## config.mk

```make
export PLATFORM = sky130hd
export DESIGN_NAME = count_sequencer
export DESIGN_NICKNAME = d
export VERILOG_FILES = /design/src/rtl/count_sequencer.sv
export SDC_FILE = /design/constraint.sdc
export NUM_CORES = 1
export LEC_CHECK = 0
export BUFFER_PORTS_ARGS = -buffer_cell sky130_fd_sc_hd__buf_2
export CORE_AREA = 4 4 41 43
export CTS_CLUSTER_SIZE = 25
export DETAILED_ROUTE_END_ITERATION = 10
export DIE_AREA = 0 0 45 47
export GPL_ROUTABILITY_DRIVEN = 0
export GPL_TIMING_DRIVEN = 0
export PLACE_DENSITY = 0.7
export SYNTH_ARGS = -nofsm -noshare
export SYNTH_HDL_FRONTEND = slang
export SYNTH_SLANG_ARGS = --single-unit
```

## constraint.sdc

```tcl
create_clock -name clk -period 1.13 [get_ports clk]
set_input_delay 0.113 -clock clk [delete_from_list [all_inputs] [get_ports clk]]
set_output_delay 0.113 -clock clk [all_outputs]
set_load 0.01 [all_outputs]
```

## src/rtl/count_sequencer.sv

```systemverilog
// Run/pause/direction/limit controller for the up/down display counter.
// Turns tick and button events into registered step/clear/load commands one cycle later.
module count_sequencer #(
    parameter int WIDTH      = 8,
    parameter int MIN_VAL    = 0,
    parameter int MAX_VAL    = 255,
    parameter int LIMIT_MODE = 0
) (
    input  logic             clk,
    input  logic             reset,
    input  logic             tick_1hz,
    input  logic             btn_run,
    input  logic             btn_dir,
    input  logic             btn_clr,
    input  logic [WIDTH-1:0] q,
    output logic             cnt_en,
    output logic             cnt_up,
    output logic             cnt_clr,
    output logic             cnt_load,
    output logic [WIDTH-1:0] load_val,
    output logic [1:0]       state,
    output logic             at_limit
);

    typedef enum logic [1:0] {
        IDLE  = 2'b00,
        RUN   = 2'b01,
        PAUSE = 2'b10,
        HOLD  = 2'b11
    } state_t;

    localparam logic [WIDTH-1:0] MIN_Q = WIDTH'(MIN_VAL);
    localparam logic [WIDTH-1:0] MAX_Q = WIDTH'(MAX_VAL);

    localparam int MODE_WRAP   = 0;
    localparam int MODE_BOUNCE = 1;

    state_t           state_q, state_d;
    logic             up_q, up_d;
    logic             en_q, en_d;
    logic             clr_q, clr_d;
    logic             load_q, load_d;
    logic [WIDTH-1:0] load_val_q, load_val_d;
    logic             at_limit_q, at_limit_d;

    logic             eff_up;
    logic             limit_hit;

    always_ff @(posedge clk) begin
        if (reset) begin
            state_q    <= IDLE;
            up_q       <= 1'b1;
            en_q       <= 1'b0;
            clr_q      <= 1'b0;
            load_q     <= 1'b0;
            load_val_q <= '0;
            at_limit_q <= 1'b0;
        end else begin
            state_q    <= state_d;
            up_q       <= up_d;
            en_q       <= en_d;
            clr_q      <= clr_d;
            load_q     <= load_d;
            load_val_q <= load_val_d;
            at_limit_q <= at_limit_d;
        end
    end

    // A direction toggle arriving with a tick applies before the limit check,
    // so the step (or limit action) uses the new direction. Out-of-range q
    // naturally reads as "at limit" for the direction it has overshot.
    always_comb begin
        eff_up    = btn_dir ? ~up_q : up_q;
        limit_hit = eff_up ? (q >= MAX_Q) : (q <= MIN_Q);
    end

    always_comb begin
        state_d    = state_q;
        up_d       = up_q;
        en_d       = 1'b0;
        clr_d      = 1'b0;
        load_d     = 1'b0;
        load_val_d = '0;

        if (btn_clr) begin
            clr_d   = 1'b1;
            state_d = IDLE;
            up_d    = 1'b1;
        end else begin
            unique case (state_q)
                IDLE: begin
                    if (btn_run) begin
                        state_d = RUN;
                    end else if (btn_dir) begin
                        up_d = ~up_q;
                    end
                end

                RUN: begin
                    if (btn_run) begin
                        state_d = PAUSE;
                    end else begin
                        up_d = eff_up;
                        if (tick_1hz) begin
                            if (!limit_hit) begin
                                en_d = 1'b1;
                            end else if (LIMIT_MODE == MODE_WRAP) begin
                                load_d     = 1'b1;
                                load_val_d = eff_up ? MIN_Q : MAX_Q;
                            end else if (LIMIT_MODE == MODE_BOUNCE) begin
                                up_d = ~eff_up;
                                en_d = 1'b1;
                            end else begin
                                state_d = HOLD;
                            end
                        end
                    end
                end

                PAUSE: begin
                    if (btn_run) begin
                        state_d = RUN;
                    end else if (btn_dir) begin
                        up_d = ~up_q;
                    end
                end

                HOLD: begin
                    if (btn_run) begin
                        state_d = PAUSE;
                    end else if (btn_dir) begin
                        up_d    = ~up_q;
                        state_d = RUN;
                    end
                end

                default: state_d = IDLE;
            endcase
        end

        at_limit_d = (state_d == HOLD);
    end

    assign cnt_en   = en_q;
    assign cnt_up   = up_q;
    assign cnt_clr  = clr_q;
    assign cnt_load = load_q;
    assign load_val = load_val_q;
    assign state    = state_q;
    assign at_limit = at_limit_q;

endmodule
```

# == Word level (Yosys, flattened, before mapping) ==
# Cells that the tools add are included.
# totals
register_bits,15
input_bits,14
output_inout_bits,15
elab_cells,38
# classes
magnitude_cmp,2
n_eq_ne,5
n_mux,14
n_bitwise,4
n_reduce_logical,6
# ops
operator,n
$mux 2,5
$ge 8x8->1 const B,1
$le 8x1->1 const B,1
$mux 8,1
$mux 1,7
$eq 2x2->1 const B,3
$pmux 2 s3,1
$reduce_or 6->1,1
$reduce_or 5->1,1
$not 1->1,4
$reduce_or 2->1,2
$reduce_or 4->1,1
$eq 2x1->1 const B,1
$logic_not 2->1,1
$ne 2x2->1 const B,1

# == Logic depth before layout (Yosys ltp) ==
# Gate-level depths: netlist of run 1.
# logic_depth
depth_word,5
depth_mapped,3
mapped_depth_nobuf,3

# == Least setup slack after synthesis of run 1 ==
# Ideal clock, no wire load.
# synth_path
path_kind,flip-flop to flip-flop
from,"register up_q, in the netlist cnt_up"
to,"register en_q, in the netlist cnt_en"
setup_time_ns,0.116
arrival_ns,1.041
required_time_ns,1.014
slack_ns,-0.027
stages_incl_launch_ff,4
n_path_buf,0
period_less_slack_ns,1.157
path_cell_list,dfxtp_1 -> xnor2_1 -> or3_1 -> and3b_1
# synth_via
elab_chain_len,4
# synth_rtl
element,line_no,rtl
from (decl),39,"logic up_q, up_d;"
from (signal assigned),60,up_q <= up_d;
$not 1->1,73,eff_up = btn_dir ? ~up_q : up_q;
$mux 1 *,--,
$mux 1 *,74,limit_hit = eff_up ? (q >= MAX_Q) : (q <= MIN_Q);
$mux 1 *,105,if (!limit_hit) begin
to (signal assigned),61,en_q <= en_d;
to (decl),40,"logic en_q, en_d;"
# Mark *: on every way between the ends. The rest lies on a longest branch, timed or not.
# A chain may end at the register's enable or synchronous reset.

# == Final worst setup path of run 1 ==
# Ends and elaborated chain as after synthesis.

==> results of run 1 <==
how the worst max path moves through the flow:
stage,endpoint,slack [ns]
after floorplan,cnt_en$_SDFF_PP0_,0.01
after global placement,cnt_en$_SDFF_PP0_,-0.03
after detailed placement,cnt_en$_SDFF_PP0_,-0.03
after CTS,cnt_en$_SDFF_PP0_,0.04
after global routing,cnt_en$_SDFF_PP0_,0.03
final,cnt_en$_SDFF_PP0_,0.06
cell usage in the layout, fill, tap and decap left out, drive strengths merged:
| master | Yosys | final |
|---|---|---|
| buf | 7 | 35 |
| xnor2 | 2 | 2 |
| and3 | 1 | 1 |
| nand3 | 1 | 1 |
| nor2 | 3 | 3 |
| clkbuf | 0 | 3 |
| a21oi | 3 | 3 |
| nor3 | 1 | 1 |
| dfxtp | 8 | 8 |
| and3b | 2 | 2 |
| nor4b | 1 | 1 |
| o21ai | 2 | 2 |
| nand3b | 1 | 1 |
| inv | 1 | 1 |
| nor4 | 2 | 2 |
| nand2 | 1 | 1 |
| nand4 | 2 | 2 |
| or3 | 1 | 1 |
| nor2b | 1 | 1 |
timing repair:
action,CTS,global route
pin swaps,1,0
resized for setup,1,3
setup endpoints to repair,1,9
hold buffers,0,0
endpoints found under the hold margin,0,0
metal layers:
metal | routed length [um] | part of all wire [%]
met1 | 314 | 39
met2 | 368 | 45
met3 | 131 | 16
met4 | 0 | 0
met5 | 0 | 0
kinds of logic (layout without fill, tap and decap cells):
| logic type | Yosys count | after routing | synth area share (%) |
|---|---|---|---|
| flops | 8 | 8 | 44.0 |
| compound gates | 5 | 5 | 6.87 |
| simple gates | 17 | 17 | 28.9 |
| xor+xnor | 2 | 2 | 4.81 |
| buf+inv | 8 | 39 | 15.5 |
sequential cells by signal, summed over array words and instances (netlist names):
signal	flops
state	2
at_limit	1
cnt_clr	1
cnt_en	1
cnt_load	1
cnt_up	1
load_val	1
layout make-up:
cell class                      count  area share, %
Clock buffer                        3           3.99
Tap cell                           15           3.33
Multi-Input combinational cell     24           28.8
Inverter                            1          0.665
Timing Repair Buffer               28           24.8
Buffer                              7           9.31
Sequential cell                     8           29.0
report_power, final:
| part | internal (mW) | switching (mW) |
|---|---|---|
| clock | 0.121 | 0.0888 |
| combinational | 0.0345 | 0.0325 |
| sequential | 0.290 | 0.00515 |
==> key figures, run 1 <==
Yosys
  – Post-synthesis sequential area ratio: 44.0%
  – Count of cell types in the netlist: 19
  – Synth Flop Type: dfxtp_1
  – Synth top area share: 44.0%
  – Mapped Area: 364 sq um
  – Yosys warnings: 0
  – Post-Syn Instances: 40
  – Synth area leader: dfxtp_1
  – Synth cell count leaders: 8 x dfxtp_1, 7 x buf_4, 3 x a21oi_1, 3 x nor2_1
  – Number of flops mapped to enable cells by yosys: 0
  – Fraction of registers with async set/reset: 0%
  – Syn Area/Cell: 9.10 sq um
  – Syn nets: 54
  – Top-count cell post-synth: dfxtp_1
  – Synth area leaders: dfxtp_1 44%, buf_4 14%, xnor2_1 4.8%
  – Number of synthesized register bits: 8

Worst setup path
  – Startpoint Class: flop
  – Reg-to-reg startpoint: cnt_up$_SDFFE_PP1P_
  – CP max-delay cell: dfxtp_2
  – WP data arrival: 1.21 ns
  – Critical path class: flop to flop
  – R2R setup slack: 0.06 ns
  – Crit path cell chain: xnor2_1 -> or3_1 -> and3b_1
  – Worst path top cell family by delay: simple AND/OR/NAND/NOR gates
  – Critical path origin: cnt_up$_SDFFE_PP1P_
  – R2R cell count: 3
  – Critical Path Stages: 3
  – Req. time, crit path: 1.27 ns
  – CP endpoint kind: flop
  – Bufs and invs on worst path: 0
  – Max FO, Critical Path: 4
  – Worst r2r dst: cnt_en$_SDFF_PP0_
  – CP peak stage delay: 0.33 ns

Clock network
  – Clock tree buffer depth: 2
  – Clk sinks: 8
  – H-tree depth: 1
  – Clock Tree Root: clkbuf_4
  – Clock latency on the worst-skew pair: 0.25 ns
  – CTS tree: done
  – Num CTS Buffers: 3
  – Clock-pin slew on the worst setup and hold paths: 0.05 ns
  – Buffer count from post-CTS setup fixing: 0

Status
  – Status: finished, final reports clean

Drt
  – DR pass1 iterations: 3
  – Drt wl/cell: 9.48 um
  – Post-detailed-route count of antenna-violating nets: 0
  – Via density: 4.49
  – DRT Wirelength: 815 um
  – Drc violations: 0
  – Via count: 386
  – DR iter-0 viols: 3

Timing
  – Fmax: 934 MHz
  – Final hold violations: 0
  – Tcrit/Tclk final: 94.8%
  – Fin Hold WS: 0.0835 ns
  – Clock Skews: 0.00697 ns
  – Max_slew headroom: 83.4%
  – Final setup violation count: 0
  – RSZ-0062 raised after global routing: false
  – Fin crit period: 1.07 ns
  – Slew @ Worst Pin: 0.246 ns
  – Slew Limit Fails: 0
  – Setup TNS: 0 ns
  – Setup ws final: 0.0593 ns

Layout
  – Share of post-route cells with drive strength above 1: 62.0%
  – Ant diodes: 0
  – Non-Filler Instances: 86
  – Area of the multi-input gates: 163 sq um
  – Final core occ: 43.4%
  – Fin area: 564 sq um
  – Fillers: 129
  – Synth-to-Final Area Change: 55.0%
  – FF/Latch Area: 164 sq um
  – Final #Nets: 87

Hold path
  – Hold wc startpoint: btn_clr
  – Hold Crit Endpoint: state[0]$_SDFF_PP0_
  – Hold Path Depth: 2
  – Worst hold path type: primary input to flop

Global route
  – GRT busiest layer: met2
  – Antenna violations before repair: 0
  – Met1 usage: 8.05%
  – Met2 Use GR: 12.1%
  – Overall Global Routing Usage: 8.09%
  – Gr ovfl total: 0
  – Largest net degree at the start of global routing: 9
  – Global Route met3 Usage: 6.90%
  – First-pass GRT wire length: 1190 um
  – Vias in the first global route: 311

Power
  – Peak supply drop: 0.000592 V
  – Pwr dens: 1010 nW/um^2
  – Leakage: 0.299 nW
  – Power Total: 572 uW

Floorplan
  – Row Count: 13
  – I/O Pins: 29
  – Core Box Area: 1300 sq um
  – Die ar.: 2120 sq um
  – Die Y: 47 um
  – Die width: 45 um
  – Starting Density: 28.0%

Place
  – Placed cells: 83
  – IO Port Bufs: 28
  – Dpl ws: -0.0262 ns
  – Final HPWL DP: 657 um
  – Placed Area: 524 sq um

Run
  – Max_cap viols: 0
Note: power is estimated with default switching activity, not from simulation.
==> run 2, diff against run 1 <==
Settings changed: CTS_BUF_LIST from default to sky130_fd_sc_hd__clkbuf_8.
==> run 2 against run 1 <==
  * Worst setup slack better by 0.0074 ns
  * Critical path type unchanged
  * Utilization up 1.3 points
  * Sequential power about the same
  * Sequential share of layout area down 1.1 points
  * Non-clock buffer count unchanged
  * Clock skew down 0.0054 ns
  * Design area up 3.1%
  * First-iteration DRC count up 33%
  * Count of clock-buffer cells in the layout unchanged
==> key figures, run 2 (synthesis results as in run 1) <==
Worst setup path
  – Worst r2r dst: cnt_en$_SDFF_PP0_
  – R2R setup slack: 0.07 ns
  – CP max-delay cell: dfxtp_2
  – R2R cell count: 3
  – Reg-to-reg startpoint: cnt_up$_SDFFE_PP1P_
  – Req. time, crit path: 1.25 ns
  – Worst path top cell family by delay: simple AND/OR/NAND/NOR gates
  – Bufs and invs on worst path: 0
  – CP peak stage delay: 0.32 ns
  – WP data arrival: 1.18 ns
  – CP endpoint kind: flop
  – Critical path class: flop to flop
  – Critical path origin: cnt_up$_SDFFE_PP1P_
  – Startpoint Class: flop
  – Max FO, Critical Path: 4
  – Crit path cell chain: xnor2_1 -> or3_1 -> and3b_1

Floorplan
  – Core Box Area: 1300 sq um
  – Starting Density: 28.0%
  – Row Count: 13
  – Die Y: 47 um
  – Die ar.: 2120 sq um
  – I/O Pins: 29
  – Die width: 45 um

Layout
  – Share of post-route cells with drive strength above 1: 60.6%
  – Ant diodes: 0
  – Final #Nets: 87
  – Fillers: 125
  – Non-Filler Instances: 86
  – Max reg flops: 2
  – Synth-to-Final Area Change: 59.8%
  – Final core occ: 44.7%
  – Commonest cells after routing, fill and taps aside: 28 x buf_2, 7 x buf_4, 6 x dfxtp_1
  – Fin area: 582 sq um
  – Most common cell after layout, fill and taps aside: buf_2

Clock network
  – Clock-pin slew on the worst setup and hold paths: 0.04 ns
  – Clock tree buffer depth: 2
  – H-tree depth: 1
  – CTS tree: done
  – Num CTS Buffers: 3
  – Clock latency on the worst-skew pair: 0.23 ns
  – Clock Tree Root: clkbuf_8
  – Cts hold-fix bufs: 0
  – Clk sinks: 8

Place
  – Final HPWL DP: 657 um
  – IO Port Bufs: 28
  – Placed Area: 524 sq um
  – Placed cells: 83

Timing
  – Slew Limit Fails: 0
  – Tcrit/Tclk final: 94.1%
  – Max_slew headroom: 83.4%
  – Fmax: 940 MHz
  – Final hold violations: 0
  – Clock Skews: 0.00155 ns
  – Final setup violation count: 0
  – Fin crit period: 1.06 ns
  – Slew @ Worst Pin: 0.246 ns
  – RSZ-0062 raised after global routing: false

Global route
  – Antenna violations before repair: 0
  – First-pass GRT wire length: 1210 um
  – Largest net degree at the start of global routing: 9
  – Vias in the first global route: 313
  – Overall Global Routing Usage: 8.56%
  – Gr ovfl total: 0

Drt
  – DR iter-0 viols: 4
  – Drc violations: 0
  – DRT Wirelength: 829 um
  – Drt wl/cell: 9.64 um
  – DR pass1 iterations: 4
  – Via count: 395
  – Via density: 4.59
  – Post-detailed-route count of antenna-violating nets: 0

Status
  – Status: finished, final reports clean

Power
  – Power Total: 698 uW
  – Pwr dens: 1200 nW/um^2
  – Peak supply drop: 0.000757 V
  – Leakage: 0.306 nW

Hold path
  – Hold wc startpoint: btn_clr
  – Hold Path Depth: 2
  – Worst hold path type: primary input to flop
  – Hold Crit Endpoint: state[0]$_SDFF_PP0_

Run
  – Max_cap viols: 0
[run 2: power breakdown]
group | leakage [nW] | switching (mW) | internal [mW]
Clock | 0.0216 | 0.105 | 0.230
Combinational | 0.220 | 0.0325 | 0.0345
Sequential | 0.0651 | 0.00528 | 0.291
Total | 0.306 | 0.143 | 0.556
[run 2: worst max path at each step]
stage / end / slack, ns / cells after the start
2_1_floorplan: cnt_en$_SDFF_PP0_ / 0.01 / 3
3_3_place_gp: cnt_en$_SDFF_PP0_ / -0.03 / 3
3_5_place_dp: cnt_en$_SDFF_PP0_ / -0.03 / 3
4_1_cts: cnt_en$_SDFF_PP0_ / 0.04 / 3
5_1_grt: load_val[1] / 0.004 / 2
6_report: cnt_en$_SDFF_PP0_ / 0.07 / 3
[run 2: what timing repair did]
| item | CTS | global route |
|---|---|---|
| gates resized for setup | 1 | 2 |
| endpoints found under the hold margin | 0 | 0 |
| setup endpoints to repair | 1 | 1 |
| setup buffers | 0 | 0 |
| pin swaps | 1 | 0 |
[run 2: metrics by stage]
| step | setup TNS, ns | setup WS, ns | hold slack, ns |
|---|---|---|---|
| CTS | 0 | 0.0450 | 0.0912 |
| finish | 0 | 0.0667 | 0.113 |
| floorplan | 0 | 0.0134 | 0.185 |
| global route | 0 | 0.00403 | 0.108 |
| global placement | -0.0316 | -0.0316 | 0.320 |
| detailed placement | -0.0262 | -0.0262 | 0.321 |
[run 2: final cells by class]
cell class | instances | area (sq um) | area share (%)
inverter | 1 | 3.75 | 0.645
tap | 15 | 18.8 | 3.23
multi-input combinational | 24 | 163 | 28.0
timing repair buffer | 28 | 140 | 24.1
buffer | 7 | 52.6 | 9.03
sequential | 8 | 163 | 28.0
clock buffer | 3 | 41.3 | 7.10
[run 2: per-layer routing]
metal	GRT usage [%]	part of all wire, %	vias to the layer above
met3	6.90	18	4
met2	12.1	46	23
li1	-	-	200
met1	8.05	34	168
met4	7.02	2.1	0
met5	0	0	-
